**config.mk**
```make
export PLATFORM = sky130hd
export DESIGN_NAME = bitonic_sort_iter
export DESIGN_NICKNAME = d
export VERILOG_FILES = /design/src/rtl/bitonic_sort_iter.sv
export SDC_FILE = /design/constraint.sdc
export NUM_CORES = 1
export LEC_CHECK = 0
export ABC_AREA = 1
export CORE_MARGIN = 2
export CORE_UTILIZATION = 59
export DETAILED_ROUTE_END_ITERATION = 10
export DONT_BUFFER_PORTS = 1
export GPL_ROUTABILITY_DRIVEN = 0
export GPL_TIMING_DRIVEN = 0
export MAX_ROUTING_LAYER = met4
export PLACE_DENSITY_LB_ADDON = 0.25
export SYNTH_ARGS = -nofsm -noshare
export SYNTH_HDL_FRONTEND = slang
export SYNTH_SLANG_ARGS = --single-unit
```
**constraint.sdc**
```tcl
create_clock -name clk -period 1.6 [get_ports clk]
set_input_delay 0.32 -clock clk [delete_from_list [all_inputs] [get_ports clk]]
set_output_delay 0.32 -clock clk [all_outputs]
set_load 0.05 [all_outputs]
```
**src/rtl/bitonic_sort_iter.sv**
```systemverilog
// Iterative bitonic sorter: one compare-exchange stage per clock over a single
// working vector, with ready/valid handshakes on input and output.
module bitonic_sort_iter #(
  parameter int N_ELEMS = 4,
  parameter int DATA_W  = 8
) (
  input  logic                        clk,
  input  logic                        reset,
  input  logic [N_ELEMS*DATA_W-1:0]   data_in,
  input  logic                        descending,
  input  logic                        valid,
  output logic                        ready,
  output logic [N_ELEMS*DATA_W-1:0]   data_out,
  output logic                        out_valid,
  input  logic                        out_ready,
  output logic                        done
);

  localparam int L      = $clog2(N_ELEMS);
  localparam int STAGES = L * (L + 1) / 2;
  localparam int CNT_W  = (STAGES > 1) ? $clog2(STAGES) : 1;
  localparam int VEC_W  = N_ELEMS * DATA_W;

  // Map a flat stage index onto the (log2 k, log2 j) pair of the bitonic schedule.
  function automatic int stage_k_log(input int s);
    int idx;
    int res;
    idx = 0;
    res = 1;
    for (int kl = 1; kl <= L; kl++) begin
      for (int jl = kl - 1; jl >= 0; jl--) begin
        if (idx == s) res = kl;
        idx = idx + 1;
      end
    end
    return res;
  endfunction

  function automatic int stage_j_log(input int s);
    int idx;
    int res;
    idx = 0;
    res = 0;
    for (int kl = 1; kl <= L; kl++) begin
      for (int jl = kl - 1; jl >= 0; jl--) begin
        if (idx == s) res = jl;
        idx = idx + 1;
      end
    end
    return res;
  endfunction

  typedef enum logic [1:0] {IDLE, SORT, OUT} state_t;

  state_t             state_reg, state_next;
  logic [CNT_W-1:0]   stage_reg;
  logic [VEC_W-1:0]   work_reg;
  logic               desc_reg;
  logic               done_reg;
  logic               last_stage;
  logic [VEC_W-1:0]   stage_vec [STAGES];

  assign last_stage = (stage_reg == CNT_W'(STAGES - 1));
  assign data_out   = work_reg;
  assign done       = done_reg;

  // Every stage network is built in parallel; the stage counter picks one per cycle.
  genvar gs, gi;
  generate
    for (gs = 0; gs < STAGES; gs++) begin : g_stage
      localparam int K = 1 << stage_k_log(gs);
      localparam int J = 1 << stage_j_log(gs);
      for (gi = 0; gi < N_ELEMS; gi++) begin : g_elem
        localparam int  LI  = gi ^ J;
        localparam bit  ASC = ((gi & K) == 0);
        if (LI > gi) begin : g_pair
          logic [DATA_W-1:0] key_a, key_b;
          logic              swap;
          assign key_a = work_reg[gi*DATA_W +: DATA_W];
          assign key_b = work_reg[LI*DATA_W +: DATA_W];
          assign swap  = (ASC ^ desc_reg) ? (key_a > key_b) : (key_a < key_b);
          assign stage_vec[gs][gi*DATA_W +: DATA_W] = swap ? key_b : key_a;
          assign stage_vec[gs][LI*DATA_W +: DATA_W] = swap ? key_a : key_b;
        end
      end
    end
  endgenerate

  always_comb begin
    state_next = state_reg;
    ready      = 1'b0;
    out_valid  = 1'b0;
    case (state_reg)
      IDLE: begin
        ready = 1'b1;
        if (valid) state_next = SORT;
      end
      SORT: begin
        if (last_stage) state_next = OUT;
      end
      OUT: begin
        out_valid = 1'b1;
        if (out_ready) state_next = IDLE;
      end
      default: state_next = IDLE;
    endcase
  end

  always_ff @(posedge clk) begin
    if (reset) begin
      state_reg <= IDLE;
      stage_reg <= '0;
      work_reg  <= '0;
      desc_reg  <= 1'b0;
      done_reg  <= 1'b0;
    end else begin
      state_reg <= state_next;
      done_reg  <= (state_reg == SORT) && last_stage;
      case (state_reg)
        IDLE: begin
          if (valid) begin
            work_reg  <= data_in;
            desc_reg  <= descending;
            stage_reg <= '0;
          end
        end
        SORT: begin
          work_reg  <= stage_vec[stage_reg];
          stage_reg <= stage_reg + CNT_W'(1);
        end
        default: ;
      endcase
    end
  end

endmodule
```
# Yosys cells after proc, flatten, opt, wreduce, memory -nomap -nowiden
# Cells that the tools add are included.
# word_totals
memories	0
ff_bits	38
latch_bits	0
out_inout_bits	35
ramBits	0
wordCells	56
rom_bits	0
# classes
n_eq_ne	6
div_mod_pow	0
mul	0
magnitude_cmp	9
reduce_logical	6
bitwise	1
n_addsub	1
shifts	0
muxes	28
# ops
operator	n
32-bit 2-to-1 mux	3
8-bit 2-to-1 mux	10
32-bit binary-select mux with 2-bit select	1
32-bit one-hot mux with 2 select lines	1
8-bit > comparator	4
8-bit < comparator	4
2-bit 2-to-1 mux	4
1-bit 2-to-1 mux	7
2-bit != test, second input constant	3
2-bit one-hot mux with 3 select lines	1
2-bit equality test, second input constant	2
2-bit one-hot mux with 2 select lines	1
2-bit AND reduction	2
3-bit greater-or-equal comparator, second input constant	1
2-bit inverter with 3-bit output	1
3-bit AND reduction	1
2-bit by 1-bit adder with 2-bit output, second input constant	1
2-bit by 1-bit equality test with 1-bit output, second input constant	1
2-bit zero test	1
2-bit nonzero test	1
1-bit logical AND	1

# Depth between registers and ports, before layout
# Gate-level depths: netlist of the first run.
# depth
word_depth	7
depth_mapped	18
ltp_nobuf	18

# Least setup slack after synthesis of the first run
# No wires, ideal clock.
# synth_timing
path_kind	register to register
start	register work_reg[31] (netlist: data_out[31])
end	register work_reg[20] (netlist: data_out[20])
synth_period_minus_slack_ps	2256
arrival_ps	2143
setup_time_ps	113
path_stages_with_launch	13
required_ps	1487
slack_ps	-656
path_cell_list	dfxtp_1 > inv_1 > ha_1 > a21o_1 > nor2_2 > nand3_2 > nand2_1 > nand2_2 > nand2_2 > buf_2 > a21oi_1 > nor2_1 > nor2_1
# synth_via
elab_chain_cells	7
word_cells_on_any_way	10
# synth_rtl
element	line_no	source
from (decl)	57	logic [VEC_W-1:0] work_reg;
from (signal assigned)	122	work_reg <= data_in;
from (signal assigned)	128	work_reg <= stage_vec[stage_reg];
8-bit > comparator or 8-bit < comparator (tied branches)	81	assign swap = (ASC ^ desc_reg) ? (key_a > key_b) : (key_a < key_b);
1-bit 2-to-1 mux	81	
8-bit 2-to-1 mux	82	assign stage_vec[gs][gi*DATA_W +: DATA_W] = swap ? key_b : key_a;
32-bit binary-select mux with 2-bit select *	128	
32-bit 2-to-1 mux (implied by the code) * (2 in series)	128	
32-bit one-hot mux with 2 select lines *	119	case (state_reg)
# Mark *: on every way between the ends. The rest lies on a longest branch, timed or not. The select of a mux whose other input is x is not followed.
# A chain may end at the register's enable or synchronous reset.

# Final worst setup path of the first run
# layout_timing
start	register work_reg[16] (netlist: data_out[16])
end	register work_reg[17] (netlist: data_out[17])
# layout_via
elab_chain_cells	7
word_cells_on_any_way	14
# layout_rtl
element	line_no
8-bit > comparator or 8-bit < comparator (tied branches)	81
1-bit 2-to-1 mux	81
8-bit 2-to-1 mux (on tied branches)	82, 83
32-bit binary-select mux with 2-bit select *	128
32-bit 2-to-1 mux (implied by the code) * (2 in series)	128
32-bit one-hot mux with 2 select lines *	119
# Marked as above.

==> flow_metrics.env, run 1 <==
export IMPL_synth_yosys_seq_area_share_pct=21.6
export IMPL_die_w_um=81.2
export IMPL_dominant_cells_by_area_after_synthesis="sky130_fd_sc_hd__dfxtp_1 22%, sky130_fd_sc_hd__nand2_1 21%, sky130_fd_sc_hd__ha_1 12%, sky130_fd_sc_hd__nor2_1 10%, sky130_fd_sc_hd__a21oi_1 9.2%"
export IMPL_cts_tree="yes"
export IMPL_period_minus_slack_ps=2300
export IMPL_area_of_the_mapped_netlist_um2=3520
export IMPL_failed_checks="setup timing"
export IMPL_global_route_usage_total_pct=42.1
export IMPL_cts_buffers_inserted=5
export IMPL_yosys_warnings=0
export IMPL_power_density_nw_per_um2=1320
export IMPL_hold_viol=0
export IMPL_maximum_number_of_pins_on_one_net_before_global_route_repair=14
export IMPL_routedWlPerCell_um=22.0
export IMPL_place_detailed_hpwl_um=8610
export IMPL_crit_slowest_cell="sky130_fd_sc_hd__dfxtp_4"
export IMPL_drive_gt1_share_pct=36.8
export IMPL_utilization_after_layout_pct=84.3
export IMPL_setup_worst_path_end="data_out[17]$_SDFFE_PP0P_"
export IMPL_critPathKind="reg -> reg"
export IMPL_drv_slew=0
export IMPL_highest_attainable_clock_frequency_mhz=435
export IMPL_yosysMostFrequentCell="sky130_fd_sc_hd__nand2_1"
export IMPL_run_status="finished, violations left"
export IMPL_floorplan_initialDensity_pct=60.2
export IMPL_htree_num_levels=2
export IMPL_cts_buffer_depth=2
export IMPL_slew_headroom_pct=56.0
export IMPL_async_reset_ff_share_pct=0
export IMPL_cp_end_kind="flop"
export IMPL_worst_path_most_repeated_cell="sky130_fd_sc_hd__nand2_1"
export IMPL_worstReg2RegStart="data_out[16]$_SDFFE_PP0P_"
export IMPL_max_cap_viol_count=0
export IMPL_count_of_flip_flops_with_a_built_in_enable_after_synthesis=0
export IMPL_critical_path_peak_fanout=10
export IMPL_remaining_drc_errors=0
export IMPL_p_leak_nw=2.30
export IMPL_first_global_vias=4305
export IMPL_number_of_antenna_violations_at_the_first_check_in_global_routing=0
export IMPL_place_worst_setup_slack_ps=-531
export IMPL_globalRouteOverflowTotal=0
export IMPL_chipHeight_um=81.2
export IMPL_num_rows=28
export IMPL_synthesis_nets=681
export IMPL_synth_area_per_cell_um2=5.76
export IMPL_core_area_um2=5850
export IMPL_cts_reportedPaths_clkPinSlew_ps=90
export IMPL_postSynthRegisterBits=38
export IMPL_worst_ir_drop_vdd_uv=886
export IMPL_largest_register_ff_count=32
export IMPL_synth_top_cells_by_count="198 x sky130_fd_sc_hd__nand2_1, 94 x sky130_fd_sc_hd__nor2_1, 67 x sky130_fd_sc_hd__inv_1, 65 x sky130_fd_sc_hd__a21oi_1, 45 x sky130_fd_sc_hd__nand3_1"
export IMPL_cell_at_the_root_of_the_clock_tree="sky130_fd_sc_hd__clkbuf_8"
export IMPL_r2r_slack_ps=-700
export IMPL_violation_count_after_the_first_detailed_routing_iteration=785
export IMPL_fin_area_um2=4930
export IMPL_timing_critical_path_arrival_ps=2540
export IMPL_unrepaired_setup_endpoints_after_global_routing="yes"
export IMPL_hold_ws_ps=48.7
export IMPL_fp_dieArea_um2=6600
export IMPL_crit_required_ps=1840
export IMPL_maximum_cell_stage_delay_along_the_critical_path_ps=490
export IMPL_layout_setup_ws_ps=-697
export IMPL_post_synthesis_cell_count=611
export IMPL_clock_insertion_delay_worst_skew_ps=320
export IMPL_net_total_in_the_final_layout=721
export IMPL_cts_num_sinks=38
export IMPL_dr_pass1_iters=8
export IMPL_crit_path_cell_trace="inv_2 > ha_1 > inv_1 > nand2_1 > nand2_1 > nand2_1 > nand2_1 > nand2_2 > nand2_2 > nand2_2 > nand3_4 > buf_4 > nand2_1 > a21oi_2 > nor2_1 > nor2_1"
export IMPL_post_layout_total_power_mw=6.53
export IMPL_filler_cell_count=326
export IMPL_avgViaCountPerCell=6.66
export IMPL_dominant_cell_type_by_area_after_synthesis="sky130_fd_sc_hd__dfxtp_1"
export IMPL_floorplan_io_pins=72
export IMPL_route_antenna_remaining_nets=0
export IMPL_synth_top_cell_area_share_pct=21.6
export IMPL_r2r_end="data_out[17]$_SDFFE_PP0P_"
export IMPL_grt_first_pass_wirelength_um=20500
export IMPL_synthFlopType="sky130_fd_sc_hd__dfxtp_1"
export IMPL_worst_pin_slew_ps=661
export IMPL_post_route_period_util_pct=144
export IMPL_finalSetupViolations=33
export IMPL_placed_area_um2=4020
export IMPL_antennaDiodeCount=0
export IMPL_ys_types=26
export IMPL_drt_total_wl_um=16000
export IMPL_io_buffer_count=0
export IMPL_clock_skew_ps=9.41
export IMPL_startpoint_type="flop"
export IMPL_area_growth_synth_to_final_pct=40.2
export IMPL_timing_reg2reg_worst_path_depth=16
export IMPL_crit_start="data_out[16]$_SDFFE_PP0P_"
export IMPL_worstHoldPathType="in -> reg"
export IMPL_detailroute_via_count=4845
[critical path: cells and delay by family (launching register included)]
kind / cells / cell delay (ps)
adders and majority gates: 1 / 210
AOI/OAI and AO/OA: 1 / 230
DFF: 1 / 490
and+or+nand+nor: 11 / 940
buffers and inverters: 3 / 340
[stage by stage]
stage | TNS, ps | instances
6_report | -18960 | 727
5_1_grt | -21890 | 727
4_1_cts | -13260 | 720
3_5_place_dp | -15280 | 686
3_3_place_gp | -13500 | 686
2_1_floorplan | -7120 | 611
[cell families after synthesis]
group | share of synthesized area (%)
fa+ha+maj | 11.7
flops | 21.6
buf+inv | 11.1
simple gates | 42.7
compound gates | 12.9
[how the worst min path moves through the flow]
stage | cells past startpoint | end | startpoint
floorplan | 1 | data_out[1]$_SDFFE_PP0P_ | reset
global placement | 1 | data_out[3]$_SDFFE_PP0P_ | reset
detailed placement | 1 | data_out[3]$_SDFFE_PP0P_ | reset
CTS | 1 | data_out[1]$_SDFFE_PP0P_ | reset
global route | 1 | data_out[1]$_SDFFE_PP0P_ | reset
finish | 1 | data_out[3]$_SDFFE_PP0P_ | reset
[area by class of cell]
cell class                      instances  area, µm²  share of cell area (%)
Timing Repair Buffer                   33        308                    6.24
Tap cell                               75       93.8                    1.90
Inverter                               72        340                    6.90
Clock inverter                          3       21.3                   0.431
Multi-Input combinational cell        479       3040                    61.5
Sequential cell                        38        878                    17.8
Buffer                                 22        189                    3.83
Clock buffer                            5       68.8                    1.39
[layer usage]
metal	vias to the layer above	track usage [%]	wire, µm
li1	2031	-	-
met1	2112	46.7	5370
met2	489	66.8	6610
met3	213	12.4	2370
met4	0	25.4	1670
met5	-	-	0
[timing repair]
item                       in CTS  in global routing
setup buffers                  21                  6
hold buffers                    0                  0
resized for setup              69                 82
hold endpoints to repair        0                  0
pin swaps                      21                 26
setup endpoints to repair      34                 36
cloned                          5                  1
[power by group]
group / switching [mW] / leakage (nW) / internal [mW] / total, mW
sequential: 0.747 / 0.334 / 1.12 / 1.87
combinational: 2.36 / 1.92 / 1.55 / 3.91
clock: 0.435 / 0.0441 / 0.307 / 0.743
total: 3.55 / 2.30 / 2.98 / 6.53
[cells in the final DEF (no fill, tap or decap), types with 14 or more instances in the layout]
master,count
sky130_fd_sc_hd__nand2_1,177
sky130_fd_sc_hd__nor2_1,79
sky130_fd_sc_hd__a21oi_1,42
sky130_fd_sc_hd__inv_1,40
sky130_fd_sc_hd__dfxtp_4,31
sky130_fd_sc_hd__nand3_1,30
sky130_fd_sc_hd__buf_4,26
sky130_fd_sc_hd__a21oi_2,22
sky130_fd_sc_hd__ha_4,20
sky130_fd_sc_hd__nand2_2,19
sky130_fd_sc_hd__inv_4,17
sky130_fd_sc_hd__buf_6,15
sky130_fd_sc_hd__nand3_2,14
No activity file was read; power rests on OpenSTA's default activity.
==> run 2: changes to the inputs <==
--- a/config.mk
+++ b/config.mk
@@ -10,7 +10,6 @@
 export CORE_UTILIZATION = 59
 export DETAILED_ROUTE_END_ITERATION = 10
 export DONT_BUFFER_PORTS = 1
-export GPL_ROUTABILITY_DRIVEN = 0
 export GPL_TIMING_DRIVEN = 0
 export MAX_ROUTING_LAYER = met4
 export PLACE_DENSITY_LB_ADDON = 0.25
==> run 2 against run 1 <==
Compared with the run above:
- the flow still finishes with violations (setup timing)
- sequential share of layout area is 0.24 points lower
- clock power up 19%
- cell area up 1.3%
- highest routed layer unchanged
==> flow_metrics.env, run 2 (synthesis gave the netlist of run 1 again) <==
export IMPL_run_status="finished, violations left"
export IMPL_failed_checks="setup timing"
export IMPL_finalSetupViolations=33
export IMPL_highest_attainable_clock_frequency_mhz=455
export IMPL_cell_at_the_root_of_the_clock_tree="sky130_fd_sc_hd__clkbuf_8"
export IMPL_cts_buffer_depth=2
export IMPL_maximum_number_of_pins_on_one_net_before_global_route_repair=14
export IMPL_post_route_period_util_pct=137
export IMPL_place_worst_setup_slack_ps=-532
export IMPL_first_global_vias=3935
export IMPL_period_minus_slack_ps=2200
export IMPL_slew_headroom_pct=56.1
export IMPL_avgViaCountPerCell=6.22
export IMPL_core_area_um2=5850
export IMPL_cts_reportedPaths_clkPinSlew_ps=90
export IMPL_area_growth_synth_to_final_pct=42.1
export IMPL_postCtsHoldBufs=0
export IMPL_worstHoldPathType="in -> reg"
export IMPL_detailroute_via_count=4528
export IMPL_routedWlPerCell_um=19.3
export IMPL_drv_slew=0
export IMPL_timing_critical_path_arrival_ps=2400
export IMPL_comb_power_share_pct=58.4
export IMPL_fp_dieArea_um2=6600
export IMPL_chipHeight_um=81.2
export IMPL_crit_required_ps=1800
export IMPL_hold_viol=0
export IMPL_layout_setup_ws_ps=-599
export IMPL_maximum_cell_stage_delay_along_the_critical_path_ps=480
export IMPL_power_density_nw_per_um2=1320
export IMPL_cts_tree="yes"
export IMPL_clock_skew_ps=11.1
export IMPL_dr_pass1_iters=5
export IMPL_floorplan_io_pins=72
export IMPL_remaining_drc_errors=0
export IMPL_min_delay_path_depth=1
export IMPL_critPathKind="reg -> reg"
export IMPL_layout_commonest_cell="sky130_fd_sc_hd__nand2_1"
export IMPL_global_route_usage_total_pct=39.2
export IMPL_globalRouteOverflowTotal=0
export IMPL_clock_insertion_delay_worst_skew_ps=310
export IMPL_seq_pwr_share_pct=28.3
export IMPL_crit_slowest_cell="sky130_fd_sc_hd__dfxtp_4"
export IMPL_timing_reg2reg_worst_path_depth=15
export IMPL_critical_path_peak_fanout=6
export IMPL_io_buffer_count=0
export IMPL_startpoint_type="flop"
export IMPL_floorplan_initialDensity_pct=60.2
export IMPL_drive_gt1_share_pct=38.9
export IMPL_place_detailed_hpwl_um=9210
export IMPL_setup_total_negative_slack_ps=-16610
export IMPL_cts_num_sinks=38
export IMPL_die_w_um=81.2
export IMPL_sw_ratio_pct=51.7
export IMPL_cp_end_kind="flop"
export IMPL_largest_register_ff_count=32
export IMPL_cts_buffers_inserted=5
export IMPL_drt_total_wl_um=14100
export IMPL_crit_path_cell_trace="inv_6 > ha_4 > a21oi_2 > nor2_1 > nor2_2 > nand2_2 > nand2_2 > nand2_2 > nand2_4 > nand2_4 > nand2_8 > clkbuf_16 > nand3_2 > nor2_1 > nor2_1"
export IMPL_worst_ir_drop_vdd_uv=1030
export IMPL_violation_count_after_the_first_detailed_routing_iteration=482
export IMPL_grt_first_pass_wirelength_um=19000
export IMPL_antennaDiodeCount=0
export IMPL_unrepaired_setup_endpoints_after_global_routing="yes"
export IMPL_num_rows=28
export IMPL_p_leak_nw=2.31
export IMPL_route_antenna_remaining_nets=0
export IMPL_worst_pin_slew_ps=658
export IMPL_mostFrequentLayoutCells="170 x sky130_fd_sc_hd__nand2_1, 79 x sky130_fd_sc_hd__nor2_1, 41 x sky130_fd_sc_hd__a21oi_1, 40 x sky130_fd_sc_hd__inv_1, 31 x sky130_fd_sc_hd__dfxtp_4"
export IMPL_net_total_in_the_final_layout=722
export IMPL_clockPowerShare_pct=13.4
export IMPL_htree_num_levels=2
export IMPL_max_cap_viol_count=0
export IMPL_switching_power_mw=3.40
export IMPL_finalWeightedCongestion=1.01
export IMPL_internal_power_component_mw=3.18
export IMPL_number_of_antenna_violations_at_the_first_check_in_global_routing=0
run 2: cell types whose count changed in the layout (fill, tap and decap cells not counted), sizes merged:
cell,delta
bufinv,+1
clkinv,-2
buf,+1
clkinvlp,+1
run 2: critical path, delay by kind of cell, from the launching register on:
kind                     cells  cell delay, ps
AND/OR/NAND/NOR             11            1010
AO/OA/AOI/OAI                1             100
adder cells (fa/ha/maj)      1             250
buffers and inverters        2             240
flip-flops                   1             480
run 2: per-stage QoR:
| stage | instance area [µm²] | power, mW | util, % | hold WS, ps | cells |
|---|---|---|---|---|---|
| detailed placement | 4020 | 4.39 | 68.7 | 385 | 686 |
| CTS | 4430 | 5.67 | 75.7 | 67.2 | 714 |
| finish | 5000 | 6.58 | 85.5 | 53.6 | 728 |
| global placement | 4020 | 4.28 | 68.7 | 382 | 686 |
| floorplan | 3930 | 3.78 | - | 379 | 611 |
| global route | 5000 | 6.90 | 85.5 | 56.9 | 728 |
run 2: area by class of cell:
| class | instances | area, µm² |
|---|---|---|
| Inverter | 72 | 338 |
| Fill cell | 354 | 850 |
| Timing Repair Buffer | 34 | 332 |
| Clock inverter | 3 | 45.0 |
| Tap cell | 75 | 93.8 |
| Buffer | 22 | 188 |
| Multi-Input combinational cell | 479 | 3060 |
| Clock buffer | 5 | 68.8 |
| Sequential cell | 38 | 878 |
run 2: final timing paths:
check | start | end | slack [ps]
worst max-delay path | data_out[29]$_SDFFE_PP0P_ | data_out[30]$_SDFFE_PP0P_ | -600
worst min-delay path | reset | data_out[3]$_SDFFE_PP0P_ | 50
worst max register to register | data_out[29]$_SDFFE_PP0P_ | data_out[30]$_SDFFE_PP0P_ | -600
worst min register to register | data_out[14]$_SDFFE_PP0P_ | data_out[14]$_SDFFE_PP0P_ | 610
run 2: power groups by stage:
stage	clock network (mW)	logic, mW	registers (mW)
finish	0.881	3.84	1.86
global route	0.907	4.12	1.87
CTS	0.867	2.99	1.82
detailed placement	0	2.56	1.83
global placement	0	2.46	1.82
floorplan	0	2.03	1.75
run 2: metal layers:
metal / up-vias / global-route usage (%) / wire [µm]
li1: 2030 / - / -
met1: 2098 / 48.5 / 5520
met2: 322 / 63.4 / 6430
met3: 78 / 8.11 / 1380
met4: 0 / 13.9 / 746
met5: - / - / 0
run 2: repair_timing:
action                     in CTS  in global routing
gates resized for setup        48                120
setup endpoints to repair      34                 34
buffers inserted               15                 11
gates cloned                    5                  3
pin swaps                       9                 58
